[src/rtl/divider_pkg.sv]
// Shared definitions for the sequential signed divider: state encoding and
// default operand width.
package divider_pkg;

    localparam logic [1:0] DIV_IDLE = 2'd0;
    localparam logic [1:0] DIV_CALC = 2'd1;
    localparam logic [1:0] DIV_FIX  = 2'd2;
    localparam logic [1:0] DIV_DONE = 2'd3;

    localparam int DIV_WIDTH = 4;

    typedef enum logic [1:0] {
        S_IDLE = DIV_IDLE,
        S_CALC = DIV_CALC,
        S_FIX  = DIV_FIX,
        S_DONE = DIV_DONE
    } div_state_t;

endpackage

[src/rtl/div_restore_step.sv]
// One restoring shift-and-subtract iteration on unsigned magnitudes,
// WIDTH+1 bits wide so that |-2^(WIDTH-1)| is representable.
module div_restore_step #(
    parameter int WIDTH = 4
) (
    input  logic [WIDTH:0] i_rem,   // partial remainder before the shift
    input  logic           i_bit,   // next dividend bit shifted in
    input  logic [WIDTH:0] i_dvs,   // divisor magnitude
    output logic [WIDTH:0] o_rem,   // partial remainder after the step
    output logic           o_qbit   // quotient bit produced by this step
);

    logic [WIDTH:0] w_shift;
    logic [WIDTH:0] w_trial;

    // Shift in the next dividend bit and keep the trial difference only if
    // it did not go negative. The shifted value stays below 2^WIDTH, so the
    // sign of the WIDTH+1 bit difference is exact.
    always_comb begin
        w_shift = (i_rem << 1) | {{WIDTH{1'b0}}, i_bit};
        w_trial = w_shift - i_dvs;
        o_qbit  = ~w_trial[WIDTH];
        o_rem   = o_qbit ? w_trial : w_shift;
    end

endmodule

[src/rtl/signed_seq_divider.sv]
// Sequential two's-complement divider, truncating toward zero, one restoring
// step per cycle, valid/ready on both sides with one division in flight.
module signed_seq_divider
    import divider_pkg::*;
#(
    parameter int WIDTH = DIV_WIDTH
) (
    input  logic             clk,
    input  logic             rst,
    input  logic             in_valid,
    output logic             in_ready,
    input  logic [WIDTH-1:0] dividend,
    input  logic [WIDTH-1:0] divisor,
    output logic             out_valid,
    input  logic             out_ready,
    output logic [WIDTH-1:0] quotient,
    output logic [WIDTH-1:0] remainder,
    output logic             div_by_zero,
    output logic             overflow
);

    localparam int CW = $clog2(WIDTH + 1);
    localparam logic [CW-1:0] LAST_STEP = CW'(WIDTH - 1);

    div_state_t       r_state, w_next;

    logic [CW-1:0]    r_cnt;
    logic             r_neg_q;      // operand signs differ
    logic             r_neg_r;      // dividend negative
    logic             r_ovf_pend;   // -2^(W-1) / -1 seen at accept
    logic [WIDTH:0]   r_rem;        // partial remainder magnitude
    logic [WIDTH-1:0] r_quo;        // dividend bits shifting out, quotient bits shifting in
    logic [WIDTH:0]   r_dvs;        // divisor magnitude

    logic [WIDTH-1:0] r_quot;
    logic [WIDTH-1:0] r_remd;
    logic             r_dbz;
    logic             r_ovf;

    logic [WIDTH:0]   w_dvs_ext;
    logic [WIDTH:0]   w_dvs_mag;
    logic [WIDTH-1:0] w_dvd_mag;
    logic             w_dvs_zero;
    logic             w_is_ovf;
    logic [WIDTH:0]   w_step_rem;
    logic             w_qbit;

    // Operand magnitudes. The dividend magnitude is held unsigned in WIDTH
    // bits, which is exact for -2^(WIDTH-1) as well (1000..0).
    always_comb begin
        w_dvs_ext  = {divisor[WIDTH-1], divisor};
        w_dvs_mag  = divisor[WIDTH-1] ? (~w_dvs_ext + 1'b1) : w_dvs_ext;
        w_dvd_mag  = dividend[WIDTH-1] ? (~dividend + 1'b1) : dividend;
        w_dvs_zero = (divisor == '0);
        w_is_ovf   = (dividend == {1'b1, {(WIDTH-1){1'b0}}}) && (divisor == '1);
    end

    div_restore_step #(.WIDTH(WIDTH)) u_step (
        .i_rem  (r_rem),
        .i_bit  (r_quo[WIDTH-1]),
        .i_dvs  (r_dvs),
        .o_rem  (w_step_rem),
        .o_qbit (w_qbit)
    );

    // State register.
    always_ff @(posedge clk) begin
        if (rst) r_state <= S_IDLE;
        else     r_state <= w_next;
    end

    // Next-state and handshake outputs.
    always_comb begin
        w_next    = r_state;
        in_ready  = 1'b0;
        out_valid = 1'b0;
        case (r_state)
            S_IDLE: begin
                in_ready = 1'b1;
                if (in_valid) w_next = w_dvs_zero ? S_DONE : S_CALC;
            end
            S_CALC: if (r_cnt == LAST_STEP) w_next = S_FIX;
            S_FIX:  w_next = S_DONE;
            S_DONE: begin
                out_valid = 1'b1;
                if (out_ready) w_next = S_IDLE;
            end
            default: w_next = S_IDLE;
        endcase
    end

    // Datapath: operand capture, iteration, sign fix-up and result registers.
    always_ff @(posedge clk) begin
        if (rst) begin
            r_cnt      <= '0;
            r_neg_q    <= 1'b0;
            r_neg_r    <= 1'b0;
            r_ovf_pend <= 1'b0;
            r_rem      <= '0;
            r_quo      <= '0;
            r_dvs      <= '0;
            r_quot     <= '0;
            r_remd     <= '0;
            r_dbz      <= 1'b0;
            r_ovf      <= 1'b0;
        end else begin
            case (r_state)
                S_IDLE: if (in_valid) begin
                    if (w_dvs_zero) begin
                        r_quot <= '1;
                        r_remd <= dividend;
                        r_dbz  <= 1'b1;
                        r_ovf  <= 1'b0;
                    end else begin
                        r_neg_q    <= dividend[WIDTH-1] ^ divisor[WIDTH-1];
                        r_neg_r    <= dividend[WIDTH-1];
                        r_ovf_pend <= w_is_ovf;
                        r_quo      <= w_dvd_mag;
                        r_dvs      <= w_dvs_mag;
                        r_rem      <= '0;
                        r_cnt      <= '0;
                    end
                end
                S_CALC: begin
                    r_rem <= w_step_rem;
                    r_quo <= {r_quo[WIDTH-2:0], w_qbit};
                    r_cnt <= r_cnt + 1'b1;
                end
                S_FIX: begin
                    // Overflow needs no special case: the magnitude 10..0
                    // left un-negated already reads as -2^(WIDTH-1).
                    r_quot <= r_neg_q ? (~r_quo + 1'b1) : r_quo;
                    r_remd <= r_neg_r ? (~r_rem[WIDTH-1:0] + 1'b1) : r_rem[WIDTH-1:0];
                    r_dbz  <= 1'b0;
                    r_ovf  <= r_ovf_pend;
                end
                default: ;
            endcase
        end
    end

    assign quotient    = r_quot;
    assign remainder   = r_remd;
    assign div_by_zero = r_dbz;
    assign overflow    = r_ovf;

endmodule

[config.mk]
export PLATFORM = sky130hd
export DESIGN_NAME = signed_seq_divider
export DESIGN_NICKNAME = d
export VERILOG_FILES = /design/src/rtl/divider_pkg.sv /design/src/rtl/div_restore_step.sv /design/src/rtl/signed_seq_divider.sv
export SDC_FILE = /design/constraint.sdc
export NUM_CORES = 1
export LEC_CHECK = 0
export CAP_MARGIN = 20
export CORE_ASPECT_RATIO = 1.2
export CORE_MARGIN = 1.5
export CORE_UTILIZATION = 54
export DETAILED_ROUTE_END_ITERATION = 10
export PLACE_DENSITY = 0.82
export SETUP_SLACK_MARGIN = 0.1
export SLEW_MARGIN = 5
export SYNTH_ARGS = -nofsm -noshare
export SYNTH_HDL_FRONTEND = slang
export SYNTH_SLANG_ARGS = --single-unit
[constraint.sdc]
create_clock -name clk -period 2.9 [get_ports clk]
set_clock_uncertainty 0.15 [all_clocks]
set_input_delay 0.435 -clock clk [delete_from_list [all_inputs] [get_ports clk]]
set_output_delay 0.435 -clock clk [all_outputs]
set_load 0.005 [all_outputs]
==> impl_metrics.env <==
export IMPL_htreeDepth=2
export IMPL_port_buffers=23
export IMPL_setup_worst_path_class="reg2reg"
export IMPL_tightest_slew_ps=591
export IMPL_power_leakage_nw=0.786
export IMPL_numCtsBuffers=5
export IMPL_final_cell_mix="31 x dfxtp_1, 23 x clkdlybuf4s50_1, 19 x nor2_1"
export IMPL_yosysTopAreaCell="dfxtp_1"
export IMPL_pre_cts_ws_ps=441
export IMPL_routed_wl_um=3420
export IMPL_reg2reg_depth=8
export IMPL_yosys_warnings=0
export IMPL_cts_resized=0
export IMPL_die_x_um=55.6
export IMPL_hp_class="reg2reg"
export IMPL_design_area_um2=2080
export IMPL_dpl_cell_count=256
export IMPL_ir_worst_vdd_uv=617
export IMPL_ios=24
export IMPL_grt_first_pass_wirelength_um=6010
export IMPL_tns_ps=0
export IMPL_final_common_cell="dfxtp_1"
export IMPL_ys_ff_latch=31
export IMPL_hold_viol_final=0
export IMPL_async_reset_ff_share_pct=0
export IMPL_core_um2=3110
export IMPL_status="complete, no violations"
export IMPL_cts_hold_buf=0
export IMPL_netlist_area_um2=1790
export IMPL_detailedRoute_firstIterationViolations=27
export IMPL_grt_max_degree=18
export IMPL_hold_path_depth=2
export IMPL_place_congestion=0.800
export IMPL_fin_hold_ws_ps=308
export IMPL_nets=255
export IMPL_synth_edff_count=0
export IMPL_syn_to_final_growth_pct=16.0
export IMPL_vias=1459
export IMPL_synth_seq_area_share_pct=34.6
export IMPL_dp_hpwl_um=2630
export IMPL_ctsLongestPathBuffers=2
export IMPL_min_period_ps=2380
export IMPL_synth_cell_types=41
export IMPL_ant_nets=0
export IMPL_yosysTopAreaCellShare_pct=34.6
export IMPL_total_power_mw=1.63
export IMPL_drc=0
export IMPL_cts_root_buf="clkbuf_4"
export IMPL_cts_setup_buffers=0
export IMPL_first_pass_iters=4
export IMPL_fin_ws_ps=524
export IMPL_grt_pass1_vias=1355
export IMPL_setup_violations=0
export IMPL_antenna_cells=0
export IMPL_arrival_ps=2460
export IMPL_antenna_found_initial=0
export IMPL_rsz0062_at_grt="no"
export IMPL_clock_sinks=31
export IMPL_grt_overflow=0
export IMPL_min_period_over_period_pct=81.9
export IMPL_viasPerCell=5.55
export IMPL_initial_core_util_pct=57.7
export IMPL_clkTransAtPathRegs_ps=100
export IMPL_avgSynthCellArea_um2=8.75
export IMPL_required_ps=2990
export IMPL_maxSlewHeadroom_pct=60.6
export IMPL_power_density_nw_per_um2=784
export IMPL_fill_cells=274
export IMPL_finalMaxSlewViolations=0
export IMPL_track_usage_pct=20.8
export IMPL_synth_area_top_cells="dfxtp_1 35%, ha_1 10%, a21oi_1 4.7%"
export IMPL_fmax_mhz=421
export IMPL_post_dp_cell_area_um2=2030
export IMPL_wl_per_cell_um=13.0
export IMPL_fp_dieArea_um2=3680
export IMPL_netlist_instances=205
export IMPL_end_kind="register"
export IMPL_cts_tree="done"
export IMPL_synth_nets=233
export IMPL_maxCapViolCount=0
export IMPL_die_h_um=66.1
export IMPL_final_core_util_pct=66.9
export IMPL_path_max_fanout=5
export IMPL_rows=22
export IMPL_insertion_delay_ps=340
export IMPL_ys_flop_type="dfxtp_1"
export IMPL_drive_above_1_share_pct=7.49
export IMPL_start_kind="register"
export IMPL_final_cell_count_no_fill=263
synth_stat cells, types with 2 or more instances:
master and n:
nor2_1 19, nor3_1 4, a21oi_1 17, nand2b_1 4, nand3_1 2, o211ai_1 2
xor2_1 3, clkbuf_1 5, a211oi_1 11, mux2i_1 7, a311oi_1 4, a22o_1 5
dfxtp_1 31, inv_1 17, nand4_1 2, ha_1 15, nor3b_1 2, and2_1 2
nor2b_1 3, buf_6 2, nand2_1 18, o31ai_1 2, xnor2_1 7, o21ai_0 4
worst max-delay path, cell delays in order (launching register included):
cell and delay, ps:
dfxtp_1 320, inv_1 90, ha_1 220, fa_1 400, nand2b_1 170, a21oi_2 160
xnor2_2 210, mux2_1 360, a22o_1 190
per-layer routing:
metal	routed length, µm	GRT usage (%)	up-vias
li1	-	-	758
met1	1590	25.7	659
met2	1580	34.8	35
met3	179	5.68	7
met4	74	7.62	0
met5	0	0	-
where the power goes:
part / internal (mW) / switching, mW / leakage [nW] / total, mW
Clock: 0.112 / 0.147 / 0.0341 / 0.259
Combinational: 0.354 / 0.443 / 0.499 / 0.797
Sequential: 0.511 / 0.0655 / 0.253 / 0.576
layout make-up:
class,count,area [µm²],area share [%]
Sequential cell,31,621,29.8
Multi-Input combinational cell,147,1050,50.5
Timing Repair Buffer,25,245,11.8
Tap cell,36,45.0,2.16
Inverter,17,63.8,3.06
Clock inverter,1,5.00,0.240
Clock buffer,6,51.3,2.46
sequential cells by signal (all words and copies together) (netlist names):
signal and flops:
div_by_zero 1, overflow 1, quotient 4, r_cnt 3
r_dvs 5, r_neg_q 1, r_neg_r 1, r_ovf_pend 1
r_quo 4, r_rem 4, r_state 2, remainder 4
final timing paths:
kind,from,to,slack (ps)
max,r_quo[3],r_rem[3],520
min reg2reg,overflow,overflow,310
min,overflow,overflow,310
max reg2reg,r_quo[3],r_rem[3],520
logic make-up (layout without fill, tap and decap cells):
family / after synthesis / in the layout / synth area share (%)
AO/OA/AOI/OAI: 51 / 51 / 20.3
XOR/XNOR: 11 / 11 / 5.79
adder cells (fa/ha/maj): 16 / 16 / 11.6
buffers and inverters: 27 / 49 / 6.83
flip-flops: 31 / 31 / 34.6
multiplexers: 8 / 8 / 4.53
AND/OR/NAND/NOR: 61 / 61 / 16.4
Note: power is estimated with default switching activity, not from simulation.
